File: config.mk
export PLATFORM = sky130hd
export DESIGN_NAME = i2c_target_regs
export DESIGN_NICKNAME = d
export VERILOG_FILES = /design/src/rtl/i2c_target_regs.sv
export SDC_FILE = /design/constraint.sdc
export NUM_CORES = 1
export LEC_CHECK = 0
export ABC_AREA = 1
export BUFFER_PORTS_ARGS = -buffer_cell sky130_fd_sc_hd__buf_4
export CELL_PAD_IN_SITES_DETAIL_PLACEMENT = 1
export CELL_PAD_IN_SITES_GLOBAL_PLACEMENT = 1
export CORE_MARGIN = 2
export CORE_UTILIZATION = 38
export CTS_BUF_LIST = sky130_fd_sc_hd__clkbuf_8 sky130_fd_sc_hd__clkbuf_16
export CTS_CLUSTER_SIZE = 14
export DETAILED_ROUTE_END_ITERATION = 8
export GPL_ROUTABILITY_DRIVEN = 0
export PLACE_DENSITY = 0.77
export SLEW_MARGIN = 10
export SYNTH_ARGS = -nofsm -noshare
export SYNTH_HDL_FRONTEND = slang
export SYNTH_SLANG_ARGS = --single-unit
File: constraint.sdc
create_clock -name clk -period 6.8 [get_ports clk]
set_input_delay 0.68 -clock clk [delete_from_list [all_inputs] [get_ports clk]]
set_output_delay 0.68 -clock clk [all_outputs]
set_load 0.01 [all_outputs]
File: src/rtl/i2c_target_regs.sv
// I2C target with a byte register bank shared with the CPU data bus.
// The I2C master sets a register pointer, then streams bytes in or out with auto-increment.
module i2c_target_regs #(
   parameter logic [6:0] DEV_ADDR = 7'h3C,
   parameter int         NUM_REGS = 16,
   parameter int         ADDR_W   = 4
) (
   input  logic              clk,
   input  logic              reset,
   input  logic              scl_in,
   input  logic              sda_in,
   output logic              sda_oe,
   input  logic [ADDR_W-1:0] cpu_addr,
   input  logic              cpu_wen,
   input  logic [7:0]        cpu_wdata,
   output logic [7:0]        cpu_rdata,
   output logic              i2c_wr_pulse,
   output logic [ADDR_W-1:0] i2c_wr_addr,
   output logic              busy
);

   localparam logic [3:0] ST_IDLE      = 4'd0;
   localparam logic [3:0] ST_ADDR      = 4'd1;
   localparam logic [3:0] ST_ADDR_ACK  = 4'd2;
   localparam logic [3:0] ST_PTR       = 4'd3;
   localparam logic [3:0] ST_PTR_ACK   = 4'd4;
   localparam logic [3:0] ST_WDATA     = 4'd5;
   localparam logic [3:0] ST_WDATA_ACK = 4'd6;
   localparam logic [3:0] ST_RDATA     = 4'd7;
   localparam logic [3:0] ST_RACK      = 4'd8;

   logic              scl_sync1_r, scl_sync2_r, scl_prev_r;
   logic              sda_sync1_r, sda_sync2_r, sda_prev_r;
   logic              scl_rise_s, scl_fall_s, start_s, stop_s;
   logic              byte_done_s, commit_s;
   logic [3:0]        state_r;
   logic [3:0]        bit_cnt_r;
   logic [7:0]        shift_r;
   logic [ADDR_W-1:0] ptr_r;
   logic              rw_r;
   logic              master_nack_r;
   logic [7:0]        regs_r [NUM_REGS];

   // Two-flop synchronisers on both pad inputs plus one history flop for edge detection.
   always_ff @(posedge clk or posedge reset) begin
      if (reset) begin
         scl_sync1_r <= 1'b1;
         scl_sync2_r <= 1'b1;
         scl_prev_r  <= 1'b1;
         sda_sync1_r <= 1'b1;
         sda_sync2_r <= 1'b1;
         sda_prev_r  <= 1'b1;
      end else begin
         scl_sync1_r <= scl_in;
         scl_sync2_r <= scl_sync1_r;
         scl_prev_r  <= scl_sync2_r;
         sda_sync1_r <= sda_in;
         sda_sync2_r <= sda_sync1_r;
         sda_prev_r  <= sda_sync2_r;
      end
   end

   assign scl_rise_s  = scl_sync2_r & ~scl_prev_r;
   assign scl_fall_s  = ~scl_sync2_r & scl_prev_r;
   assign start_s     = scl_sync2_r & scl_prev_r & sda_prev_r & ~sda_sync2_r;
   assign stop_s      = scl_sync2_r & scl_prev_r & ~sda_prev_r & sda_sync2_r;
   assign byte_done_s = scl_fall_s & (bit_cnt_r == 4'd8);
   assign commit_s    = (state_r == ST_WDATA) & byte_done_s & ~start_s & ~stop_s;

   // Protocol state machine: bus conditions override whatever the current state is doing.
   always_ff @(posedge clk or posedge reset) begin
      if (reset) begin
         state_r       <= ST_IDLE;
         bit_cnt_r     <= 4'd0;
         shift_r       <= 8'd0;
         ptr_r         <= {ADDR_W{1'b0}};
         rw_r          <= 1'b0;
         master_nack_r <= 1'b0;
         sda_oe        <= 1'b0;
         busy          <= 1'b0;
         i2c_wr_pulse  <= 1'b0;
         i2c_wr_addr   <= {ADDR_W{1'b0}};
      end else begin
         i2c_wr_pulse <= 1'b0;
         if (start_s) begin
            state_r   <= ST_ADDR;
            bit_cnt_r <= 4'd0;
            sda_oe    <= 1'b0;
         end else if (stop_s) begin
            state_r <= ST_IDLE;
            busy    <= 1'b0;
            sda_oe  <= 1'b0;
         end else begin
            case (state_r)
               ST_IDLE: begin
                  sda_oe <= 1'b0;
               end
               ST_ADDR, ST_PTR, ST_WDATA: begin
                  if (scl_rise_s) begin
                     shift_r   <= {shift_r[6:0], sda_sync2_r};
                     bit_cnt_r <= bit_cnt_r + 4'd1;
                  end else if (byte_done_s) begin
                     bit_cnt_r <= 4'd0;
                     if (state_r == ST_ADDR) begin
                        if (shift_r[7:1] == DEV_ADDR) begin
                           rw_r    <= shift_r[0];
                           sda_oe  <= 1'b1;
                           busy    <= 1'b1;
                           state_r <= ST_ADDR_ACK;
                        end else begin
                           busy    <= 1'b0;
                           state_r <= ST_IDLE;
                        end
                     end else if (state_r == ST_PTR) begin
                        ptr_r   <= shift_r[ADDR_W-1:0];
                        sda_oe  <= 1'b1;
                        state_r <= ST_PTR_ACK;
                     end else begin
                        i2c_wr_pulse <= 1'b1;
                        i2c_wr_addr  <= ptr_r;
                        ptr_r        <= ptr_r + ADDR_W'(1);
                        sda_oe       <= 1'b1;
                        state_r      <= ST_WDATA_ACK;
                     end
                  end
               end
               ST_ADDR_ACK: begin
                  if (scl_fall_s) begin
                     bit_cnt_r <= 4'd0;
                     if (rw_r) begin
                        // Snapshot the register so later writes cannot corrupt the byte in flight.
                        shift_r <= regs_r[ptr_r];
                        sda_oe  <= ~regs_r[ptr_r][7];
                        state_r <= ST_RDATA;
                     end else begin
                        sda_oe  <= 1'b0;
                        state_r <= ST_PTR;
                     end
                  end
               end
               ST_PTR_ACK, ST_WDATA_ACK: begin
                  if (scl_fall_s) begin
                     bit_cnt_r <= 4'd0;
                     sda_oe    <= 1'b0;
                     state_r   <= ST_WDATA;
                  end
               end
               ST_RDATA: begin
                  if (scl_fall_s) begin
                     if (bit_cnt_r == 4'd7) begin
                        bit_cnt_r <= 4'd0;
                        sda_oe    <= 1'b0;
                        ptr_r     <= ptr_r + ADDR_W'(1);
                        state_r   <= ST_RACK;
                     end else begin
                        shift_r   <= {shift_r[6:0], 1'b0};
                        sda_oe    <= ~shift_r[6];
                        bit_cnt_r <= bit_cnt_r + 4'd1;
                     end
                  end
               end
               ST_RACK: begin
                  if (scl_rise_s) begin
                     master_nack_r <= sda_sync2_r;
                  end else if (scl_fall_s) begin
                     if (master_nack_r) begin
                        busy    <= 1'b0;
                        state_r <= ST_IDLE;
                     end else begin
                        shift_r   <= regs_r[ptr_r];
                        sda_oe    <= ~regs_r[ptr_r][7];
                        bit_cnt_r <= 4'd0;
                        state_r   <= ST_RDATA;
                     end
                  end
               end
               default: begin
                  state_r <= ST_IDLE;
                  sda_oe  <= 1'b0;
                  busy    <= 1'b0;
               end
            endcase
         end
      end
   end

   // Register bank: a CPU write to the same register in the same clock beats the I2C commit.
   always_ff @(posedge clk or posedge reset) begin
      if (reset) begin
         for (int i = 0; i < NUM_REGS; i++) begin
            regs_r[i] <= 8'd0;
         end
      end else begin
         for (int i = 0; i < NUM_REGS; i++) begin
            if (cpu_wen && (cpu_addr == ADDR_W'(i))) begin
               regs_r[i] <= cpu_wdata;
            end else if (commit_s && (ptr_r == ADDR_W'(i))) begin
               regs_r[i] <= shift_r;
            end
         end
      end
   end

   // CPU read port, one clock of latency and no bypass of same-clock writes.
   always_ff @(posedge clk or posedge reset) begin
      if (reset) begin
         cpu_rdata <= 8'd0;
      end else begin
         cpu_rdata <= regs_r[cpu_addr];
      end
   end

endmodule

# Yosys cells after proc, flatten, opt, wreduce, memory -nomap -nowiden
# Cells that the tools add are included.
[totals]
output_inout_bits = 15
ff_bits = 171
input_bits = 17
wordCells = 318
[op_classes]
n_addsub = 2
n_lt_le_gt_ge = 2
reduce_logical = 67
n_eq_ne = 78
n_mux = 112
n_bitwise = 24
[op_table]
columns = ["op", "n"]
rows = [
  ["8-bit two-way mux", 44],
  ["4-bit two-way mux", 27],
  ["4-bit equality test (second input constant)", 18],
  ["8-bit binary-select mux with 4-bit select", 2],
  ["4-bit by 3-bit equality test with 1-bit output (second input constant)", 13],
  ["4-bit inequality test (second input constant)", 10],
  ["2-bit nonzero test", 17],
  ["3-bit inequality test (second input constant)", 11],
  ["1-bit logical AND", 32],
  ["8-bit case mux with 4 select lines", 1],
  ["1-bit two-way mux", 29],
  ["2-bit inequality test (second input constant)", 13],
  ["4-bit by 2-bit equality test with 1-bit output (second input constant)", 6],
  ["4-bit case mux with 6 select lines", 1],
  ["8-bit AND reduction", 3],
  ["9-bit AND reduction", 2],
  ["4-bit case mux with 4 select lines", 1],
  ["7-bit AND reduction", 2],
  ["4-bit by 1-bit equality test with 1-bit output (second input constant)", 3],
  ["4-bit zero test", 3],
  ["1-bit AND", 11],
  ["1-bit NOT", 11],
  ["11-bit AND reduction", 1],
  ["5-bit >= comparator (second input constant)", 2],
  ["other kinds (17)", 22],
]

# Logic depth before layout (Yosys ltp)
[logic_depth]
ltp_word = 11
ltp_mapped = 13
mapped_depth_nobuf = 12

# Worst setup path after synthesis
# No wires, ideal clock.
[synth_timing]
kind = "register to register"
startpoint = "register ptr_r[0]"
endpoint = "register regs_r[56] (netlist name)"
arrival_ps = 1804
setup_ps = 74
path_buffers = 3
path_stages_with_launch = 10
synth_period_minus_slack_ps = 1878
required_time_ps = 6726
setup_slack_ps = 4922
path_cell_list = "dfrtp_1 -> inv_1 -> buf_2 -> buf_1 -> ha_1 -> nand3_2 -> nand2_4 -> buf_6 -> nand2_1 -> o21ai_2"
[synth_between]
elab_chain_cells = 3
[synth_rtl]
columns = ["element", "line", "source"]
rows = [
  ["from (decl)", "39", "logic [ADDR_W-1:0] ptr_r;"],
  ["from (signal assigned)", "76", "ptr_r <= {ADDR_W{1'b0}};"],
  ["from (signal assigned)", "115", "ptr_r <= shift_r[ADDR_W-1:0];"],
  ["from (signal assigned)", "121", "ptr_r <= ptr_r + ADDR_W'(1);"],
  ["4-bit equality test", "197", "end else if (commit_s && (ptr_r == ADDR_W'(i))) begin"],
  ["1-bit logical AND", "197", ""],
  ["2-bit nonzero test (no line)", "-", ""],
  ["to (signal, indexed assignment)", "196", "regs_r[i] <= cpu_wdata;"],
  ["to (signal, indexed assignment)", "198", "regs_r[i] <= shift_r;"],
  ["to (decl)", "42", "logic [7:0] regs_r [NUM_REGS];"],
]
# No other way between the ends.
# A chain may end at the register's enable or synchronous reset.

# Worst setup path after layout
[layout_timing]
startpoint = "register ptr_r[0]"
endpoint = "register regs_r[104] (netlist name)"
[layout_between]
elab_chain_cells = 3
[layout_rtl]
columns = ["element", "line"]
rows = [
  ["4-bit by 2-bit equality test with 1-bit output", "197"],
  ["1-bit logical AND", "197"],
  ["2-bit nonzero test (no line)", "-"],
]
# No other way between the ends.

==> impl_metrics.py <==
metrics = {
    "synthesis": {
        "ys_types": 42,
        "ys_seq_area_share_pct": 38.3,
        "ys_async_sr_fraction_pct": 100,
        "synthTopCellsByCount": "nand2_1 (547), o21ai_0 (239), dfrtp_1 (165)",
        "synth.avg_cell_area_um2": 6.91,
        "yosysWarningCount": 0,
        "synthTopCellsByArea": "dfrtp_1 (37%), nand2_1 (18%), o21ai_0 (11%)",
        "synth_area_um2": 11200,
        "syn_nets": 1644,
        "synth_edf_count": 0,
        "yosysMostFrequentCell": "nand2_1",
        "yosysTopAreaCell": "dfrtp_1",
        "ys.flop_type": "dfrtp_1",
        "synth_top_area_share_pct": 36.9,
        "synthCells": 1621,
        "ys_ff_latch": 171,
    },
    "drt": {
        "drtAntennaViolNets": 0,
        "drt-total-wl_um": 44500,
        "dr.pass1.iters": 5,
        "drtIter0Drc": 1005,
        "wl_per_cell_um": 22.2,
        "vias": 11521,
        "post_drt_via_cell_ratio": 5.76,
        "drc": 0,
    },
    "worst_setup_path": {
        "critical_path.max_fanout": 97,
        "critPathLaunchType": "flip-flop",
        "cp-end-kind": "flip-flop",
        "cp.arrival_ns": 3.21,
        "critical_path_class": "reg -> reg",
        "required_ns": 7.17,
    },
    "global_routing": {
        "grt_max_degree": 98,
        "first_global_vias": 11540,
        "grt_first_pass_wirelength_um": 69200,
        "track_usage_pct": 29.7,
        "grt_antenna_before_repair": 0,
        "gr-total-overflow": 0,
    },
    "power": {
        "peakVddDrop_mv": 0.352,
        "p_comb_share_pct": 43.4,
        "leakagePower_nw": 5.74,
        "totalPowerFinal_mw": 4.81,
        "internal_power_mw": 2.60,
        "swShare_pct": 46.0,
        "power.switching_mw": 2.21,
        "p_per_area_nw_per_um2": 394,
        "clockPowerShare_pct": 22.2,
        "pwr-share-seq_pct": 34.4,
    },
    "floorplanning": {
        "chipHeight_um": 176,
        "core_area_um2": 28900,
        "die_w_um": 176,
        "die-area_um2": 30800,
        "io_pins": 32,
        "start_util_pct": 38.8,
        "num_rows": 62,
    },
    "clock_tree": {
        "cts_root_buf": "clkbuf_16",
        "numCtsBuffers": 17,
        "cts_resized": 0,
        "htreeDepth": 4,
        "insertion_delay_ns": 0.47,
        "cts_setup_buffers": 0,
        "hold_buffers": 0,
        "cts_tree": "built",
        "clock_sinks": 171,
        "cts.clk_slew.worst_paths_ns": 0.07,
        "ctsLongestPathBuffers": 2,
    },
    "place": {
        "io_buffers": 31,
        "dp_hpwl_um": 29000,
        "post_dp_cell_area_um2": 11600,
    },
    "status": {
        "outcome": "finished clean",
    },
    "layout": {
        "antenna_cells": 0,
        "final_layout_size_suffix_gt1_share_pct": 9.78,
        "area_growth_pct": 9.01,
        "post-route-util_pct": 42.3,
        "design_area_um2": 12200,
        "layout.nets": 1627,
    },
    "timing": {
        "fin_crit_sh_pct": 41.7,
        "rsz0062_at_grt": "false",
        "maxSlewHeadroom_pct": 22.6,
        "finalClockSkew_ns": 0.0127,
        "hold_violations": 0,
        "max_freq_mhz": 352,
        "min_period_ns": 2.84,
        "timing.hold.ws_ns": 0.237,
        "setup_tns_ns": 0,
        "setup_violations": 0,
        "finalMaxSlewViolations": 0,
        "tightest_slew_ns": 1.16,
    },
    "run": {
        "drv_cap": 0,
    },
    "worst_hold_path": {
        "hold_class": "in -> async",
    },
}
[through the flow]
step / setup slack (ns) / cells
floorplan: 1.50 / 1621
global placement: 3.80 / 1969
detailed placement: 3.76 / 1969
CTS: 4.03 / 2000
global route: 3.79 / 2000
finish: 3.96 / 2000
[cells by family (layout without fill, tap and decap cells)]
kind of cell	Yosys count	after routing	synth area share, %
AO/OA/AOI/OAI	401	401	21.1
adder cells (fa/ha/maj)	6	6	0.671
flip-flops	171	171	38.3
AND/OR/NAND/NOR	784	784	29.9
XOR/XNOR	2	2	0.157
buffers and inverters	257	252	9.87
[worst max-delay path, stage by stage, from the launching register on]
cell	delay [ns]
dfrtp_2	0.34
buf_4	0.86
inv_1	0.09
buf_4	0.33
ha_1	0.36
nand3_1	0.11
nand2_1	0.29
o21ai_0	0.31
[metal layers]
layer  part of all wire [%]  GRT usage, %  vias up
met4                    4.1          13.4        0
met3                    6.2          4.50      112
met5                      0             0        -
met2                     46          47.8      432
met1                     43          39.5     5711
li1                       -             -     5266
[power by group through the flow]
stage | clock network (mW) | registers, mW | logic [mW]
2_1_floorplan | 0 | 1.53 | 1.41
3_3_place_gp | 0 | 1.65 | 1.98
3_5_place_dp | 0 | 1.66 | 2.04
4_1_cts | 1.09 | 1.65 | 2.05
5_1_grt | 1.12 | 1.69 | 2.31
6_report | 1.07 | 1.66 | 2.09
[layout by cell type, fill, tap and decap left out, drive strengths merged]
master | Yosys | final
nand2 | 560 | 560
o21ai | 270 | 270
inv | 171 | 179
dfrtp | 165 | 165
nor2 | 111 | 111
nand3 | 89 | 89
buf | 41 | 49
a22oi | 32 | 32
o221ai | 32 | 32
o211ai | 30 | 30
a21oi | 22 | 22
clkbuf | 44 | 17
o21a | 14 | 14
nand4 | 12 | 12
nor3 | 7 | 7
ha | 6 | 6
dfstp | 6 | 6
clkinv | 1 | 4
bufinv | 0 | 3
or2 | 2 | 2
nor4 | 2 | 2
xnor2 | 1 | 1
xor2 | 1 | 1
and2 | 1 | 1
a211oi | 1 | 1
[registers in the layout, summed over array words and instances (netlist names)]
name / count
sda_prev_r: 1
regs_r: 128
sda_oe: 1
scl_sync2_r: 1
i2c_wr_addr: 4
shift_r: 8
state_r: 4
sda_sync1_r: 1
ptr_r: 4
sda_sync2_r: 1
bit_cnt_r: 4
scl_sync1_r: 1
i2c_wr_pulse: 1
master_nack_r: 1
cpu_rdata: 8
rw_r: 1
busy: 1
scl_prev_r: 1
[area by class of cell]
class	instances	area, um^2
fill	3722	16700
multi-input combinational	1193	5810
sequential	171	4290
inverter	172	651
tap	384	480
clock buffer	17	425
timing repair buffer	49	368
clock inverter	14	185
[worst paths after layout]
path | start | to | slack [ns] | cells past startpoint
worst max-delay path | ptr_r[0] | regs_r[104] | 3.96 | 7
worst min-delay path | reset | i2c_wr_addr[3] | 0.24 | 2
worst max register to register | ptr_r[0] | regs_r[104] | 3.96 | 7
worst min register to register | sda_sync1_r | sda_sync2_r | 0.35 | 0
max in group asynchronous | reset | regs_r[101] | 5.24 | 3
min in group clk | sda_in | sda_sync1_r | 0.32 | 1
Power figures use the tool's default switching activity.
